`src/rtl/id_ex_stage.sv`:
```
// ID/EX pipeline register with load-use hazard detection and
// EX/MEM, MEM/WB operand forwarding onto the ALU inputs.
module id_ex_stage #(
  parameter int W   = 32,
  parameter int RW  = 5,
  parameter int SCW = 16
) (
  input  logic          clk,
  input  logic          rst_n,
  input  logic          flush,
  input  logic          id_valid,
  input  logic [RW-1:0] id_rs,
  input  logic [RW-1:0] id_rt,
  input  logic [RW-1:0] id_rd,
  input  logic [W-1:0]  id_rs_val,
  input  logic [W-1:0]  id_rt_val,
  input  logic [W-1:0]  id_imm,
  input  logic          id_alusrc,
  input  logic [1:0]    id_aluop,
  input  logic          id_memread,
  input  logic          id_memwrite,
  input  logic          id_regwrite,
  input  logic          id_memtoreg,
  input  logic          exmem_regwrite,
  input  logic [RW-1:0] exmem_rd,
  input  logic [W-1:0]  exmem_result,
  input  logic          memwb_regwrite,
  input  logic [RW-1:0] memwb_rd,
  input  logic [W-1:0]  memwb_result,
  output logic          stall,
  output logic          ex_valid,
  output logic [1:0]    ex_aluop,
  output logic [W-1:0]  ex_a,
  output logic [W-1:0]  ex_b,
  output logic [W-1:0]  ex_store_data,
  output logic [RW-1:0] ex_rd,
  output logic          ex_memread,
  output logic          ex_memwrite,
  output logic          ex_regwrite,
  output logic          ex_memtoreg,
  output logic [SCW-1:0] stall_count
);

  localparam logic [SCW-1:0] SC_MAX = '1;

  logic          valid;
  logic [RW-1:0] rs, rt, rd;
  logic [W-1:0]  rs_val, rt_val, imm;
  logic          alusrc;
  logic [1:0]    aluop;
  logic          memread, memwrite;
  logic          regwrite, memtoreg;

  logic rs_ex, rs_wb, rt_ex, rt_wb;
  logic [W-1:0] rt_fwd;

  // Load in EX feeding either source in ID: hold one cycle.
  assign stall = id_valid & valid & memread
               & (rd != '0)
               & ((rd == id_rs) | (rd == id_rt));

  always_ff @(posedge clk or negedge rst_n) begin
    if (!rst_n) begin
      valid    <= 1'b0;
      rs       <= '0;
      rt       <= '0;
      rd       <= '0;
      rs_val   <= '0;
      rt_val   <= '0;
      imm      <= '0;
      alusrc   <= 1'b0;
      aluop    <= 2'b0;
      memread  <= 1'b0;
      memwrite <= 1'b0;
      regwrite <= 1'b0;
      memtoreg <= 1'b0;
    end else if (flush | stall) begin
      valid    <= 1'b0;
      rs       <= '0;
      rt       <= '0;
      rd       <= '0;
      rs_val   <= '0;
      rt_val   <= '0;
      imm      <= '0;
      alusrc   <= 1'b0;
      aluop    <= 2'b0;
      memread  <= 1'b0;
      memwrite <= 1'b0;
      regwrite <= 1'b0;
      memtoreg <= 1'b0;
    end else begin
      valid    <= id_valid;
      rs       <= id_rs;
      rt       <= id_rt;
      rd       <= id_rd;
      rs_val   <= id_rs_val;
      rt_val   <= id_rt_val;
      imm      <= id_imm;
      alusrc   <= id_valid & id_alusrc;
      aluop    <= id_valid ? id_aluop : 2'b0;
      memread  <= id_valid & id_memread;
      memwrite <= id_valid & id_memwrite;
      regwrite <= id_valid & id_regwrite;
      memtoreg <= id_valid & id_memtoreg;
    end
  end

  always_ff @(posedge clk or negedge rst_n) begin
    if (!rst_n) begin
      stall_count <= '0;
    end else if (stall && stall_count != SC_MAX) begin
      stall_count <= stall_count + 1'b1;
    end
  end

  assign rs_ex = exmem_regwrite & (exmem_rd == rs) & (rs != '0);
  assign rs_wb = memwb_regwrite & (memwb_rd == rs) & (rs != '0);
  assign rt_ex = exmem_regwrite & (exmem_rd == rt) & (rt != '0);
  assign rt_wb = memwb_regwrite & (memwb_rd == rt) & (rt != '0);

  // EX/MEM is younger than MEM/WB, so it wins.
  always_comb begin
    ex_a = rs_val;
    if (rs_wb) ex_a = memwb_result;
    if (rs_ex) ex_a = exmem_result;
  end

  always_comb begin
    rt_fwd = rt_val;
    if (rt_wb) rt_fwd = memwb_result;
    if (rt_ex) rt_fwd = exmem_result;
  end

  assign ex_store_data = rt_fwd;
  assign ex_b          = alusrc ? imm : rt_fwd;

  assign ex_valid    = valid;
  assign ex_aluop    = aluop;
  assign ex_rd       = rd;
  assign ex_memread  = memread;
  assign ex_memwrite = memwrite;
  assign ex_regwrite = regwrite;
  assign ex_memtoreg = memtoreg;

endmodule

```
`config.mk`:
```
export PLATFORM = sky130hd
export DESIGN_NAME = id_ex_stage
export DESIGN_NICKNAME = d
export VERILOG_FILES = /design/src/rtl/id_ex_stage.sv
export SDC_FILE = /design/constraint.sdc
export NUM_CORES = 1
export LEC_CHECK = 0
export BUFFER_PORTS_ARGS = -buffer_cell sky130_fd_sc_hd__buf_4
export CAP_MARGIN = 20
export CORE_MARGIN = 2
export CORE_UTILIZATION = 43
export DETAILED_ROUTE_END_ITERATION = 8
export PLACE_DENSITY = 0.75
export SYNTH_ARGS = -nofsm -noshare
export SYNTH_HDL_FRONTEND = slang
export SYNTH_SLANG_ARGS = --single-unit
```
`constraint.sdc`:
```
create_clock -name clk -period 2.2 [get_ports clk]
set_input_delay 0.11 -clock clk [delete_from_list [all_inputs] [get_ports clk]]
set_output_delay 0.11 -clock clk [all_outputs]
set_load 0.1 [all_outputs]
```
==> out/results.txt, run 1 <==
First Err: [ERROR GRT-0232] Routing congestion too high. Check the congestion heatmap in the GUI.
Clock Tree Buf Depth: 2
hpwl dp: 19180 µm
Synthesized Nets: 914
total gr overflow: 30
Yosys cell types: 35
row count: 47
Chip Width: 132.8 µm
Die Ht: 132.8 µm
Post-Synthesis Cells: 715
post-GRT worst EP: ex_b[7]
sequential area share after synthesis: 47.34%
clk sinks: 135
root buf cell: clkbuf_16
worst endpoint type: primary output
input/output buffers: 322
H-tree depth: 4
Tot GR Track Use: 78.27%
number of synthesized register bits: 135
maximum number of pins on one net before global-route repair: 74
starting density of the core: 43.50%
Placed Cells: 1288
Final GP Congestion: 0.8322
outcome: stopped before the end
initial antenna violation count: 3
Post-Syn Area: 7137 µm²
Ports: 323
Last stage: global routing (5_1_grt)
Syn. warnings: 0
TritonCTS Buffers: 17
average size of a mapped cell: 9.982 µm²
-- repair_timing --
item	4_1_cts
gates cloned	7
endpoints found under the hold margin	189
buffers inserted	15
hold buffers	119
endpoints found under the setup margin	97
pin swaps	25
gates resized for setup	328
-- logic make-up after synthesis --
group	count (synthesis)	synth area share [%]
and+or+nand+nor	305	24.11
DFF	135	47.34
AOI/OAI and AO/OA	101	9.029
muxes	66	9.853
buffers and inverters	63	4.102
xor gates and xnor gates	44	5.400
adders and majority gates	1	0.1753
-- cells in the mapped netlist, drive strengths merged --
| library cell | count | area, µm² |
|---|---|---|
| xnor2 | 40 | 350.3 |
| nor2 | 6 | 22.52 |
| o2111ai | 1 | 15.01 |
| inv | 4 | 15.01 |
| buf | 18 | 112.6 |
| xor2 | 4 | 35.03 |
| a31oi | 32 | 200.2 |
| o211ai | 1 | 12.51 |
| o31ai | 32 | 240.2 |
| or4 | 3 | 22.52 |
| nand3 | 43 | 215.2 |
| nand4b | 1 | 8.760 |
| o21ai | 32 | 160.2 |
| nand2 | 40 | 150.1 |
| dfrtp | 135 | 3378 |
| mux2i | 32 | 320.3 |
| or2 | 2 | 12.51 |
| and4 | 2 | 17.52 |
| mux2 | 34 | 382.9 |
| nor4 | 4 | 37.53 |
| a21oi | 2 | 10.01 |
| ha | 1 | 12.51 |
| and3 | 35 | 219.0 |
| nor3 | 34 | 170.2 |
| nand4 | 15 | 93.84 |
| nand2b | 1 | 6.260 |
| and2 | 119 | 744.5 |
| clkbuf | 41 | 165.2 |
| o22ai | 1 | 6.260 |
-- routing by layer --
layer  global-route usage, %  GRT overflow
met1                   76.84             0
met2                   94.88            12
met3                   61.38             0
met4                   84.95            18
met5                   25.28             0
-- metrics by stage --
stage | util, % | instance area [µm²] | setup slack (ns)
after detailed placement | 70.19 | 11520 | -0.1418
after global placement | 70.19 | 11520 | -0.1095
after floorplan | - | 8303 | -0.4741
after CTS | 90.59 | 14860 | -0.5520
==> run 2: changes to the inputs <==
--- a/config.mk
+++ b/config.mk
@@ -8,9 +8,9 @@
 export BUFFER_PORTS_ARGS = -buffer_cell sky130_fd_sc_hd__buf_4
 export CAP_MARGIN = 20
 export CORE_MARGIN = 2
-export CORE_UTILIZATION = 43
+export CORE_UTILIZATION = 28
 export DETAILED_ROUTE_END_ITERATION = 8
-export PLACE_DENSITY = 0.75
+export PLACE_DENSITY_LB_ADDON = 0.15
 export SYNTH_ARGS = -nofsm -noshare
 export SYNTH_HDL_FRONTEND = slang
 export SYNTH_SLANG_ARGS = --single-unit
==> out/results.txt, run 2 <==
CTS tree: done
Worst EP required: 2.09 ns
WL met3: 1893 µm
Chip Width: 163.7 µm (+23%)
number of synthesized register bits: 135 (unchanged)
Tot GR Track Use: 22.76%
commonest non-fill, non-tap cells in the layout: buf_4, buf_12, dlygate4sd3_1
non-filler cells, final: 1590
Max Cap Viol: 0
setup TNS: -41.43 ns
Skew-Pair Late Insertion Delay: 0.42 ns
Design Power: 8.852 mW
ys flop type: dfrtp_1
Core Area: 25110 µm²
EDFF count, synth: 0 (unchanged)
asr flop ratio synth: 100.0% (unchanged)
initial antenna violation count: 1
total gr overflow: 0
met1 wire length: 13220 µm
maximum number of pins on one net before global-route repair: 53
Final setup violation count: 97
largest registers: imm (32), rs_val (32), rt_val (32)
CP peak stage delay: 0.57 ns
CP Capture Type: primary output
top sig layer: met4
wire per inst: 19.95 µm
max-slew violation count: 0
Slew headroom: 62.75%
Clock Tree Buf Depth: 2 (unchanged)
RSZ-0062 raised after global routing: yes
Worst EP arrival: 2.65 ns
Post-Synthesis Cells: 715 (unchanged)
Worst-Margin Slew: 0.5587 ns
routed wire length: 31730 µm
Vias: 7653
TritonCTS Buffers: 17 (unchanged)
share of cells above drive strength 1: 55.04%
row count: 58 (+23%)
Clock Skew: 0.01359 ns
starting density of the core: 28.42% (-15 points)
CP max-delay cell: or4_4
leakage power: 6.689 nW
Routed Antenna Nets: 0
area grow syn2layout: 119.7%
Initial DRC Count: 407
Setup Crit Path Kind: flop to primary output
# DRC: 0
clk sinks: 135 (unchanged)
met2 WL: 16130 µm
Fillers: 2004
Post-Syn Area: 7137 µm² (unchanged)
minimum clock period: 2.764 ns
Max IR drop VDD: 0.4589 mV
CTS clk-pin slew, worst paths: 0.06 ns
Ports: 323 (unchanged)
average size of a mapped cell: 9.982 µm² (unchanged)
top post-synthesis cells by count: dfrtp_1, and2_1, nand3_1
vias in the first global route: 8261
Placed Cells: 1398 (+8.5%)
pwr/cell area: 564.6 nW/µm²
Final nets: 1445
Worst setup SP type: flop
root buf cell: clkbuf_16
Worst Slack Setup Final: -0.5645 ns
sequential area share after synthesis: 47.34% (unchanged)
most frequent cell after synthesis: dfrtp_1
failing checks: setup timing
DRT Pass-1 Iters: 5
dominant cells by area after synthesis: dfrtp_1, and2_1, mux2_2
Place WS: -0.2156 ns (-0.07383 ns)
fin crit share: 125.7%
Die Ht: 163.7 µm (+23%)
first-pass GRT wire length: 46460 µm
Synth top area share: 47.34% (unchanged)
HP Class: primary input to flop
commonest non-fill, non-tap cell in the layout: buf_4
highest clock rate: 361.7 MHz
H-tree depth: 4 (unchanged)
Final GP Congestion: 0.8285 (-0.44%)
Vias/cell: 4.813
Synthesized Nets: 914 (unchanged)
Final Hold Fails: 0
Synth area leader: dfrtp_1
area of the die: 26780 µm²
input/output buffers: 322 (unchanged)
CP most frequent cell: buf_12
hpwl dp: 21390 µm (+12%)
Worst Path Max Fanout: 6
outcome: finished, violations left
Syn. warnings: 0 (unchanged)
Final Hold Slack: 0.1087 ns
Yosys cell types: 35 (unchanged)
CP Cell Sequence: or4_4 > o211ai_4 > or2_4 > buf_12 > buf_16 > a31oi_4 > mux2_4 > buf_12
## run 2: cell counts after synthesis
No cell type changed its count.
## run 2: what timing repair did
action                     4_1_cts  5_1_grt
setup endpoints to repair       97      120
hold buffers                   119        0
buffers inserted                21       17
resized for setup              350       61
cloned                           2        5
pin swaps                       28       21
hold endpoints to repair       167        0
## run 2: path summary, 6_finish.rpt
kind,start,end,cells past startpoint,slack [ns]
max,rt[3],ex_b[13],8,-0.56
min,id_valid,ex_valid,4,0.11
max reg2reg,ex_rd[1],rt[4],6,0.09
min reg2reg,stall_count[15],stall_count[15],1,0.49
max in group asynchronous,rst_n,rt[2],3,1.31
min in group asynchronous,rst_n,rs_val[9],2,0.23
## run 2: cells by family (layout without fill, tap and decap cells)
group	after synthesis	count (layout)	share of synthesized area, %
AND/OR/NAND/NOR	305	305	24.11
other	0	1	0
flip-flops	135	135	47.34
XOR/XNOR	44	44	5.400
adder cells (fa/ha/maj)	1	1	0.1753
AO/OA/AOI/OAI	101	101	9.029
buffers and inverters	63	607	4.102
multiplexers	66	66	9.853
## run 2: metal layers
metal  global-route usage (%)  vias up
met3                    5.409       26
li1                         -     3583
met1                    28.31     3765
met2                    39.80      279
met5                        0        -
met4                    5.343        0
## run 2: cell type report
class                      count  area, µm²  area share [%]
antenna                        1      2.502         0.01596
timing repair buffer         571       6365           40.60
clock inverter                13      147.6          0.9417
sequential                   135       3416           21.79
inverter                       4      15.01         0.09576
tap                          330      412.9           2.633
multi-input combinational    517       4887           31.17
clock buffer                  19      432.9           2.761
## run 2: where the power goes
group / total (mW) / leakage, nW / internal, mW / switching (mW)
combinational: 3.33 / 4.69 / 1.43 / 1.91
sequential: 2.67 / 1.73 / 2.60 / 0.0695
clock: 2.86 / 0.271 / 1.68 / 1.17
## run 2: critical path, delay by kind of cell, from the launching register on
kind	cells	cell delay, ns
compound gates	2	0.32
buf+inv	3	0.42
flops	1	0.37
mux	1	0.31
simple gates	2	0.80
## run 2: through the flow
step	utilization, %	instance area, µm²
after floorplan	-	8303
after global placement	46.67	11720
after detailed placement	46.67	11720
after CTS	60.56	15210
after global routing	62.43	15680
final	62.44	15680
No activity file was read; power rests on OpenSTA's default activity.
==> run 3: changes to the inputs <==
--- a/config.mk
+++ b/config.mk
@@ -9,6 +9,7 @@
 export CAP_MARGIN = 20
 export CORE_MARGIN = 2
 export CORE_UTILIZATION = 28
+export CTS_BUF_LIST = sky130_fd_sc_hd__clkbuf_8
 export DETAILED_ROUTE_END_ITERATION = 8
 export PLACE_DENSITY_LB_ADDON = 0.15
 export SYNTH_ARGS = -nofsm -noshare
==> out/results.txt, run 3 (synthesis gave the netlist of run 2 again) <==
Clock Skew: 0.01962 ns (+0.006029 ns)
Skew-Pair Late Insertion Delay: 0.44 ns (+0.02 ns)
commonest non-fill, non-tap cell in the layout: buf_4
Die Ht: 163.7 µm (unchanged)
fin crit share: 125.8% (about the same)
Clock Tree Buf Depth: 2 (unchanged)
vias in the first global route: 8389 (+1.5%)
reg2reg start: ex_rd[1]
reg-to-reg setup timing slack: -0.17 ns (-0.26 ns)
Hold Path Depth: 4 (unchanged)
RSZ-0062 raised after global routing: yes
Worst-Margin Slew: 0.5710 ns (+0.01229 ns)
Ports: 323 (unchanged)
Slew headroom: 61.94% (-0.82 points)
CP startpoint: rt[3]
Vias/cell: 4.848 (+0.73%)
H-tree depth: 4 (unchanged)
Max IR drop VDD: 0.3664 mV (-20%)
share of cells above drive strength 1: 60.59% (+5.5 points)
HP Class: primary input to flop
starting density of the core: 28.42% (unchanged)
Routed Antenna Nets: 0 (unchanged)
CTS clk-pin slew, worst paths: 0.08 ns (+0.02 ns)
max-slew violation count: 0 (unchanged)
Worst EP required: 2.09 ns (about the same)
CP endpoint: ex_b[16]
row count: 58 (unchanged)
Vias: 7840 (+2.4%)
first-pass GRT wire length: 47700 µm (+2.7%)
# DRC: 0 (unchanged)
highest clock rate: 361.5 MHz (about the same)
Tot GR Track Use: 23.38% (+0.62 points)
Worst R2R Path Depth: 9 (+3)
failing checks: setup timing
TritonCTS Buffers: 17 (unchanged)
clk sinks: 135 (unchanged)
Worst setup SP type: flop
Place WS: -0.2156 ns (unchanged)
Final GP Congestion: 0.8285 (unchanged)
Crit Reg-Reg Endpoint: ex_rd[4]
Final setup violation count: 187 (+93%)
root buf cell: clkbuf_8
commonest non-fill, non-tap cells in the layout: buf_4, buf_12, dlygate4sd3_1
Final nets: 1470 (+1.7%)
leakage power: 6.979 nW (+4.3%)
CTS tree: done
DRT Pass-1 Iters: 5 (unchanged)
minimum clock period: 2.767 ns (+0.002118 ns)
Max Cap Viol: 0 (unchanged)
maximum number of pins on one net before global-route repair: 53 (unchanged)
setup TNS: -51.30 ns (-9.872 ns)
initial antenna violation count: 3 (+2)
Fillers: 1939 (-3.2%)
Final Hold Fails: 0 (unchanged)
Worst EP arrival: 2.66 ns (about the same)
Initial DRC Count: 441 (+8.4%)
area grow syn2layout: 125.7%
Worst Path Max Fanout: 6 (unchanged)
CP Capture Type: primary output
Setup Crit Path Kind: flop to primary output
largest registers: imm (32), rs_val (32), rt_val (32)
total gr overflow: 0 (unchanged)
wire per inst: 21.02 µm (+5.4%)
area of the die: 26780 µm² (unchanged)
Core Area: 25110 µm² (unchanged)
outcome: finished, violations left
Worst Slack Setup Final: -0.5666 ns (-0.002118 ns)
hpwl dp: 21390 µm (unchanged)
routed wire length: 33990 µm (+7.1%)
Chip Width: 163.7 µm (unchanged)
input/output buffers: 322 (unchanged)
pwr/cell area: 511.7 nW/µm² (-9.4%)
-- run 3: changes by cell type in the layout (fill, tap and decap cells not counted), moves of 6 or more --
cell,change
mux2i_2,-12
mux2i_1,+6
and2_4,+62
buf_6,+8
and2_1,-62
mux2i_4,+6
clkbuf_16,-13
o31ai_2,+6
buf_8,+6
clkbuf_8,+17
buf_12,+8
-- run 3: worst min path at each step --
stage,startpoint,end,slack (ns)
after floorplan,rst_n,alusrc,-0.19
after global placement,rst_n,rs_val[9],0.13
after detailed placement,rst_n,rs_val[9],0.13
after CTS,id_valid,ex_valid,0.05
after global routing,id_valid,ex_valid,0.07
final,id_valid,ex_valid,0.09
-- run 3: cell type report --
cell class	count	area [µm²]	area share (%)
Sequential cell	135	3416	21.20
Timing Repair Buffer	596	6798	42.20
Inverter	4	15.01	0.09320
Antenna cell	3	7.507	0.04660
Tap cell	330	412.9	2.563
Clock buffer	17	234.0	1.452
Clock inverter	15	155.1	0.9631
Multi-Input combinational cell	517	5071	31.48
-- run 3: timing repair --
item,4_1_cts,5_1_grt
endpoints found under the setup margin,97,216
gates cloned,5,15
buffers inserted,37,18
pin swaps,38,90
gates resized for setup,375,131
endpoints found under the hold margin,167,0
hold buffers,119,0
-- run 3: worst max-delay path: stages, from the launching register on --
cell and delay (ns):
dfrtp_1 0.38, or4_4 0.56, o211ai_4 0.21, or2_4 0.23
buf_12 0.12, buf_16 0.13, a31oi_4 0.10, mux2_4 0.31
buf_12 0.17
-- run 3: per-stage QoR --
stage               total power, mW  std cells  utilization (%)  cell area [µm²]  hold WS, ns
finish                        8.243       1617            64.16            16110      0.09144
global route                  8.553       1615            64.14            16100      0.06679
CTS                           8.091       1587            61.05            15330      0.04819
detailed placement            5.260       1398            46.67            11720       0.1272
global placement              5.253       1398            46.67            11720       0.1284
floorplan                     4.405        715                -             8303      -0.1856
-- run 3: per-layer routing --
layer | vias up | routed length (µm) | global-route usage (%)
li1 | 3636 | - | -
met1 | 3884 | 13790 | 28.84
met2 | 289 | 17550 | 41.12
met3 | 31 | 2118 | 5.485
met4 | 0 | 534 | 5.702
met5 | - | 0 | 0
-- run 3: power by group --
group	leakage [nW]	internal, mW	switching (mW)
Combinational	5.06	1.54	1.95
Sequential	1.73	2.59	0.0675
Clock	0.192	1.01	1.08
Total	6.98	5.14	3.10
